==> src/rtl/memory_access.sv <==
`default_nettype none
// ============================================================================
//  Module   : memory_access
//  Purpose  : Memory stage; one data-memory access per token, then forwards
//             the write-back / PC-generate fields with a one-cycle token.
//  Revision : 1.0  initial release
// ============================================================================
module memory_access #(
  parameter int DATA_MEM_WIDTH = 10,
  parameter int INST_MEM_WIDTH = 5,
  parameter int MEM_LATENCY    = 1
) (
  input  logic                      CLK,
  input  logic                      reset,
  input  logic                      distinct,
  input  logic                      AorF,
  input  logic                      RegWrite,
  input  logic                      MemRead,
  input  logic                      MemWrite,
  input  logic [1:0]                MemtoReg,
  input  logic [1:0]                Branch,
  input  logic                      UARTtoReg,
  input  logic [31:0]               alu_result,
  input  logic [31:0]               write_data,
  input  logic [31:0]               register_data,
  input  logic [4:0]                rd,
  input  logic [25:0]               inst_index,
  input  logic [INST_MEM_WIDTH-1:0] pc,
  input  logic [INST_MEM_WIDTH-1:0] pc1,
  input  logic [INST_MEM_WIDTH-1:0] pc2,
  input  logic [31:0]               mem_rdata,
  output logic                      mem_en,
  output logic                      mem_we,
  output logic [DATA_MEM_WIDTH-1:0] mem_addr,
  output logic [31:0]               mem_wdata,
  output logic                      busy,
  output logic                      distinct_next,
  output logic [31:0]               read_data,
  output logic                      AorF_next,
  output logic                      RegWrite_next,
  output logic [1:0]                MemtoReg_next,
  output logic [1:0]                Branch_next,
  output logic                      UARTtoReg_next,
  output logic [31:0]               alu_result_next,
  output logic [31:0]               register_data_next,
  output logic [4:0]                rd_next,
  output logic [25:0]               inst_index_next,
  output logic [INST_MEM_WIDTH-1:0] pc_next,
  output logic [INST_MEM_WIDTH-1:0] pc1_next,
  output logic [INST_MEM_WIDTH-1:0] pc2_next
);

  typedef enum logic [1:0] {
    IDLE  = 2'd0,
    WDONE = 2'd1,
    RWAIT = 2'd2
  } state_t;

  localparam logic [2:0] c_last_wait = 3'(MEM_LATENCY);

  state_t     r_state;
  state_t     w_state_next;
  logic [2:0] r_count;
  logic       w_accept;

  // busy also covers the no-memory token's cycle, which stays in IDLE
  assign w_accept = distinct && (r_state == IDLE) && !busy;

  always_ff @(posedge CLK or posedge reset) begin
    if (reset) r_state <= IDLE;
    else       r_state <= w_state_next;
  end

  always_comb begin
    w_state_next = r_state;
    case (r_state)
      IDLE: begin
        if (w_accept) begin
          if (MemWrite)     w_state_next = WDONE;
          else if (MemRead) w_state_next = RWAIT;
          else              w_state_next = IDLE;
        end
      end
      WDONE:   w_state_next = IDLE;
      RWAIT:   if (r_count == c_last_wait) w_state_next = IDLE;
      default: w_state_next = IDLE;
    endcase
  end

  always_ff @(posedge CLK or posedge reset) begin
    if (reset) begin
      r_count            <= 3'd0;
      mem_en             <= 1'b0;
      mem_we             <= 1'b0;
      mem_addr           <= '0;
      mem_wdata          <= 32'd0;
      busy               <= 1'b0;
      distinct_next      <= 1'b0;
      read_data          <= 32'd0;
      AorF_next          <= 1'b0;
      RegWrite_next      <= 1'b0;
      MemtoReg_next      <= 2'b00;
      Branch_next        <= 2'b11;
      UARTtoReg_next     <= 1'b0;
      alu_result_next    <= 32'd0;
      register_data_next <= 32'd0;
      rd_next            <= 5'd0;
      inst_index_next    <= 26'd0;
      pc_next            <= '0;
      pc1_next           <= '0;
      pc2_next           <= '0;
    end else begin
      distinct_next <= 1'b0;
      case (r_state)
        IDLE: begin
          if (w_accept) begin
            AorF_next          <= AorF;
            RegWrite_next      <= RegWrite;
            MemtoReg_next      <= MemtoReg;
            Branch_next        <= Branch;
            UARTtoReg_next     <= UARTtoReg;
            alu_result_next    <= alu_result;
            register_data_next <= register_data;
            rd_next            <= rd;
            inst_index_next    <= inst_index;
            pc_next            <= pc;
            pc1_next           <= pc1;
            pc2_next           <= pc2;
            mem_addr           <= alu_result[DATA_MEM_WIDTH-1:0];
            mem_wdata          <= write_data;
            busy               <= 1'b1;
            r_count            <= 3'd0;
            if (MemWrite) begin
              mem_en <= 1'b1;
              mem_we <= 1'b1;
            end else if (MemRead) begin
              mem_en <= 1'b1;
              mem_we <= 1'b0;
            end else begin
              read_data     <= 32'd0;
              distinct_next <= 1'b1;
            end
          end else begin
            busy <= 1'b0;
          end
        end
        WDONE: begin
          mem_en        <= 1'b0;
          mem_we        <= 1'b0;
          read_data     <= 32'd0;
          distinct_next <= 1'b1;
          busy          <= 1'b0;
        end
        RWAIT: begin
          mem_en <= 1'b0;
          mem_we <= 1'b0;
          // the edge after MEM_LATENCY counted cycles sees valid BRAM data
          if (r_count == c_last_wait) begin
            read_data     <= mem_rdata;
            distinct_next <= 1'b1;
            busy          <= 1'b0;
          end else begin
            r_count <= r_count + 3'd1;
          end
        end
        default: begin
          mem_en <= 1'b0;
          mem_we <= 1'b0;
        end
      endcase
    end
  end

endmodule
`default_nettype wire

==> config.mk <==
export PLATFORM = sky130hd
export DESIGN_NAME = memory_access
export DESIGN_NICKNAME = d
export VERILOG_FILES = /design/src/rtl/memory_access.sv
export SDC_FILE = /design/constraint.sdc
export NUM_CORES = 1
export LEC_CHECK = 0
export ABC_CLOCK_PERIOD_IN_PS = 7250
export BUFFER_PORTS_ARGS = -buffer_cell sky130_fd_sc_hd__buf_2
export CELL_PAD_IN_SITES_DETAIL_PLACEMENT = 1
export CELL_PAD_IN_SITES_GLOBAL_PLACEMENT = 1
export CORE_MARGIN = 2
export CORE_UTILIZATION = 34
export CTS_BUF_LIST = sky130_fd_sc_hd__clkbuf_2 sky130_fd_sc_hd__clkbuf_4 sky130_fd_sc_hd__clkbuf_8
export DETAILED_ROUTE_END_ITERATION = 8
export PLACE_DENSITY = 0.94
export SETUP_SLACK_MARGIN = 0.5
export SLEW_MARGIN = 20
export SYNTH_ARGS = -nofsm -noshare
export SYNTH_HDL_FRONTEND = slang
export SYNTH_SLANG_ARGS = --single-unit
==> constraint.sdc <==
create_clock -name CLK -period 7.25 [get_ports CLK]
set_input_delay 1.45 -clock CLK [delete_from_list [all_inputs] [get_ports CLK]]
set_output_delay 1.45 -clock CLK [all_outputs]
set_load 0.05 [all_outputs]
## Word-level counts from Yosys, hierarchy flattened

Index checks and enable logic that the tools add are counted.

- Muxes and demuxes: 29
- Reduce and logical (&&, ||, !) cells: 12
- $add $sub $neg: 1
- Equality and inequality tests: 9

Operators by type and width:

| operator | number |
|---|---|
| $mux 32 | 4 |
| $pmux 32 s3 | 1 |
| $mux 1 | 14 |
| $ne 2x2->1 const B | 5 |
| $mux 2 | 4 |
| $reduce_and 2->1 | 4 |
| $mux 3 | 2 |
| $pmux 1 s3 | 2 |
| $pmux 3 s2 | 1 |
| $reduce_and 5->1 | 1 |
| $pmux 2 s2 | 1 |
| $add 3x1->3 const B | 1 |
| $eq 3x1->1 const B | 1 |
| $ne 3x3->1 const B | 1 |
| $reduce_and 3->1 | 1 |
| $reduce_bool 3->1 | 1 |
| $eq 2x1->1 const B | 1 |
| $eq 2x2->1 const B | 1 |
| $logic_and 1x1->1 | 2 |
| $logic_not 2->1 | 1 |
| $reduce_bool 2->1 | 1 |
| $logic_not 1->1 | 1 |

- Register bits: 200

## Logic depth before layout (Yosys ltp)

- Depth in word-level cells: 5
- Depth in mapped cells: 9

## Worst setup path before layout

OpenSTA, ideal clock, no wires.

- Path type: input port to flip-flop
- From: input port MemWrite
- To: register read_data[12]
- Path buffers: 1
- Slack: 4394 ps
- Cell stages on the path: 4
- Data required time: 7171 ps
- Arrival time: 2776 ps
- Cells stage by stage: or4b_4 -> a221oi_4 -> buf_8 -> mux2i_1

- Longest elaborated chain between the ends: 2

Ends and longest elaborated chain:

| element | RTL line | source |
|---|---|---|
| from (decl) | 19 | `input logic MemWrite,` |
| $ne 2x2->1 (no source line) | n/a |  |
| $reduce_and 5->1 (no source line) | n/a |  |
| to (signal assigned) | 159 | `read_data <= mem_rdata;` |
| to (decl) | 38 | `output logic [31:0] read_data,` |

Every way passes these cells.
A chain may end at the register's enable or synchronous reset.

## Final worst setup path

- From: input port distinct
- To: register inst_index_next[19]

- Longest elaborated chain between the ends: 3

Ends and longest elaborated chain:

| element | RTL line | source |
|---|---|---|
| from (decl) | 15 | `input logic distinct,` |
| $logic_and 1x1->1 (2 in a row) | 67 | `assign w_accept = distinct && (r_state == IDLE) && !busy;` |
| $reduce_and 2->1 (no source line) | n/a |  |
| to (signal assigned) | 125 | `inst_index_next <= inst_index;` |
| to (decl) | 47 | `output logic [25:0] inst_index_next,` |

Every way passes these cells.

==> impl_results.md <==
* First-pass detailed-route iteration total at 6
* Post-synthesis cell count at 838
* I/O pin cnt at 381
* Initial antenna violation count at 1
* Delay-heaviest family, CP: simple AND/OR/NAND/NOR gates
* Die height at 154 um
* Final worst-path cycle share at 42.7%
* Initial core utilization at 34.9%
* RSZ-0062 raised after global routing: no
* Flop-to-flop setup slack at 4.24 ns
* CTS tree: built
* Buffers & Inverters on Critical Path at 2
* Clock root cell: clkbuf_8
* Met2 wire len at 12600 um
* Flops & latches, synth at 190
* Fin. max-slew vios at 0
* Worst r2r src: r_state[1]
* Setup CP Type: in -> reg
* WL met3 at 1640 um
* Hold path depth at 2
* Worst Hold Launch: Branch_next[0]
* Post-DP HPWL at 17300 um
* Worst Path Arrival at 3.49 ns
* Sink Count at 190
* Fin Clk Skew at 0.0139 ns
* Share of cells above drive strength 1 at 35.4%
* Clock Path Buffers at 2
* First DRT Iteration DRCs at 365
* Pin count of the biggest net entering global routing at 93
* DR vias at 6879
* Post-Route WL at 23800 um
* Fin crit period at 3.10 ns
* Syn Area/Cell at 9.15 um^2
* Synth-to-layout area growth at 31.5%
* Antenna-violating nets left at 0
* Worst-Margin Slew at 1.01 ns
* Post-CTS setup buffers at 0
* CTS Hold Bufs at 0
* Reg-to-Reg End: inst_index_next[19]
* Reg clk slew, reported paths at 0.10 ns
* Gr usage total at 20.1%
* TritonCTS buffer count at 17
* Clock latency on the worst-skew pair at 0.46 ns
* Max incr delay on CP at 0.80 ns
* Setup TNS at 0 ns
* First-pass GRT wire length at 38100 um
* Post-synthesis cell area at 7670 um^2
* Core Area at 22000 um^2
* PortBufs at 380
* CP cell instances: buf_2 -> and3b_4 -> buf_4 -> nand2_1 -> nand2_1
* Slew headroom at 32.8%
* Max Cap Viol at 0
* Vias in the first global route at 7623
* DRC Markers at 0
* Syn. warnings at 0
* Critical-path top delay cell: buf_4
* Biggest area consumer among synthesized cells: dfrtp_1
* Congestion Overflow GR at 0
* Setup crit end kind: register
* Most frequent CP cell: nand2_1
* Worst Hold Path EP: Branch_next[0]
* Worst Path Max Fanout at 92
* Wire per inst at 16.1 um
* Fin. Hold Viols at 0
* Wl on met1 at 8920 um
* Syn Nets at 1030
* Worst EP required at 7.64 ns
* Area contributors post-synth: dfrtp_1 61%, nand2_1 23%, mux2i_1 4.3%, inv_1 1.9%, clkbuf_1 1.4%
* Worst hold path type: reg -> reg
* Max H-tree Level at 4
* Nets at 1382
* Die W at 154 um
* Rows at 54
* Status: finished, final reports clean
* Mean number of vias per cell at 4.64
* CTS resizes at 0
* Share of the synthesized area in the top cell type at 61.3%
* Peak Freq at 323 MHz
* Setup-failing EPs final at 0
* Post-synth cell types at 32
* Max layer used: met4
* Die ar. at 23800 um^2
* R2R depth at 6
* Startpoint types: primary input
* GPL Wtd Cong at 0.816
* Sequential share of the synthesized area at 62.0%
-- worst max path at each step --
stage / start / endpoint / slack, ns / cells past startpoint
after floorplan: reset / AorF_next / 0.63 / 1
after global routing: r_state[1] / inst_index_next[19] / 3.98 / 6
final: distinct / inst_index_next[19] / 4.15 / 5
after CTS: distinct / mem_wdata[19] / 4.16 / 5
after detailed placement: distinct / inst_index_next[19] / 3.64 / 5
after global placement: distinct / AorF_next / 3.72 / 5
-- stage by stage --
| stage | std cells | hold slack, ns | worst slack (ns) | util (%) | area (um^2) |
|---|---|---|---|---|---|
| after detailed placement | 1451 | 0.457 | 3.64 | 44.1 | 9690 |
| after CTS | 1482 | 0.474 | 4.16 | 45.9 | 10100 |
| after floorplan | 838 | 0.503 | 0.633 | - | 7670 |
| after global routing | 1483 | 0.487 | 3.98 | 45.9 | 10100 |
| after global placement | 1451 | 0.443 | 3.72 | 44.1 | 9690 |
| final | 1483 | 0.469 | 4.15 | 45.9 | 10100 |
-- cells by family after synthesis --
group	count (synthesis)	share of synthesized area, %
and+or+nand+nor	499	25.1
DFF	190	62.0
buffers and inverters	93	5.68
muxes	34	4.45
AOI/OAI and AO/OA	16	1.78
adders and majority gates	6	0.979
-- registers in the layout (all words and copies together) (netlist names), 3 cells and up --
name / cells
read_data: 32
alu_result_next: 23
mem_addr: 9
pc_next: 5
r_count: 3
mem_wdata: 32
rd_next: 5
pc2_next: 5
inst_index_next: 26
pc1_next: 5
register_data_next: 32
-- layer usage --
metal  global-route usage (%)  vias to the layer above
met5                        0                        -
met4                     7.74                        0
met3                     5.86                       50
met2                     37.8                      255
met1                     21.0                     3347
li1                         -                     3227
-- synth_stat cells --
cell	instances
a2111o_1	1
a211o_1	1
a211oi_1	2
a21oi_1	3
a221oi_4	1
a22oi_1	2
and3b_1	2
buf_2	12
buf_4	10
buf_8	3
clkbuf_1	29
dfrtp_1	188
dfstp_2	2
ha_1	6
inv_1	39
mux2_2	1
mux2i_1	33
nand2_1	479
nand2b_1	4
nand3_1	1
nand3b_1	2
nand4bb_1	1
nor2_1	7
nor2b_1	1
nor3_1	1
o2111ai_1	1
o21a_1	1
o21ai_1	1
o22ai_1	1
o2bb2ai_1	1
o311ai_1	1
or4b_4	1
-- cell type report --
cell class                      instances  area [um^2]
Sequential cell                       190         4760
Clock buffer                           19          255
Tap cell                              280          350
Multi-Input combinational cell        555         2480
Inverter                               39          151
Fill cell                            2695        11900
Timing Repair Buffer                  387         1960
Clock inverter                         12          130
Antenna cell                            1         2.50
-- cells in the final DEF, fill, tap and decap left out, types with 2 or more instances in the layout --
cell,n
a22oi_1,2
nor2_1,7
ha_1,6
buf_2,380
nand3b_1,2
nand2_1,479
dfstp_2,2
mux2i_1,33
inv_8,4
a21oi_1,3
buf_4,6
inv_1,38
clkbuf_8,18
nand2b_1,4
clkinvlp_4,5
inv_6,2
dfrtp_1,188
a211oi_1,2
-- worst min-delay path, delay by kind of cell (launching register included) --
| kind | cells | cell delay (ns) |
|---|---|---|
| flip-flops | 1 | 0.38 |
| AND/OR/NAND/NOR | 2 | 0.10 |
Power is not shown: default switching activity piles up to over one toggle a cycle in this logic, so the estimate is an artifact.
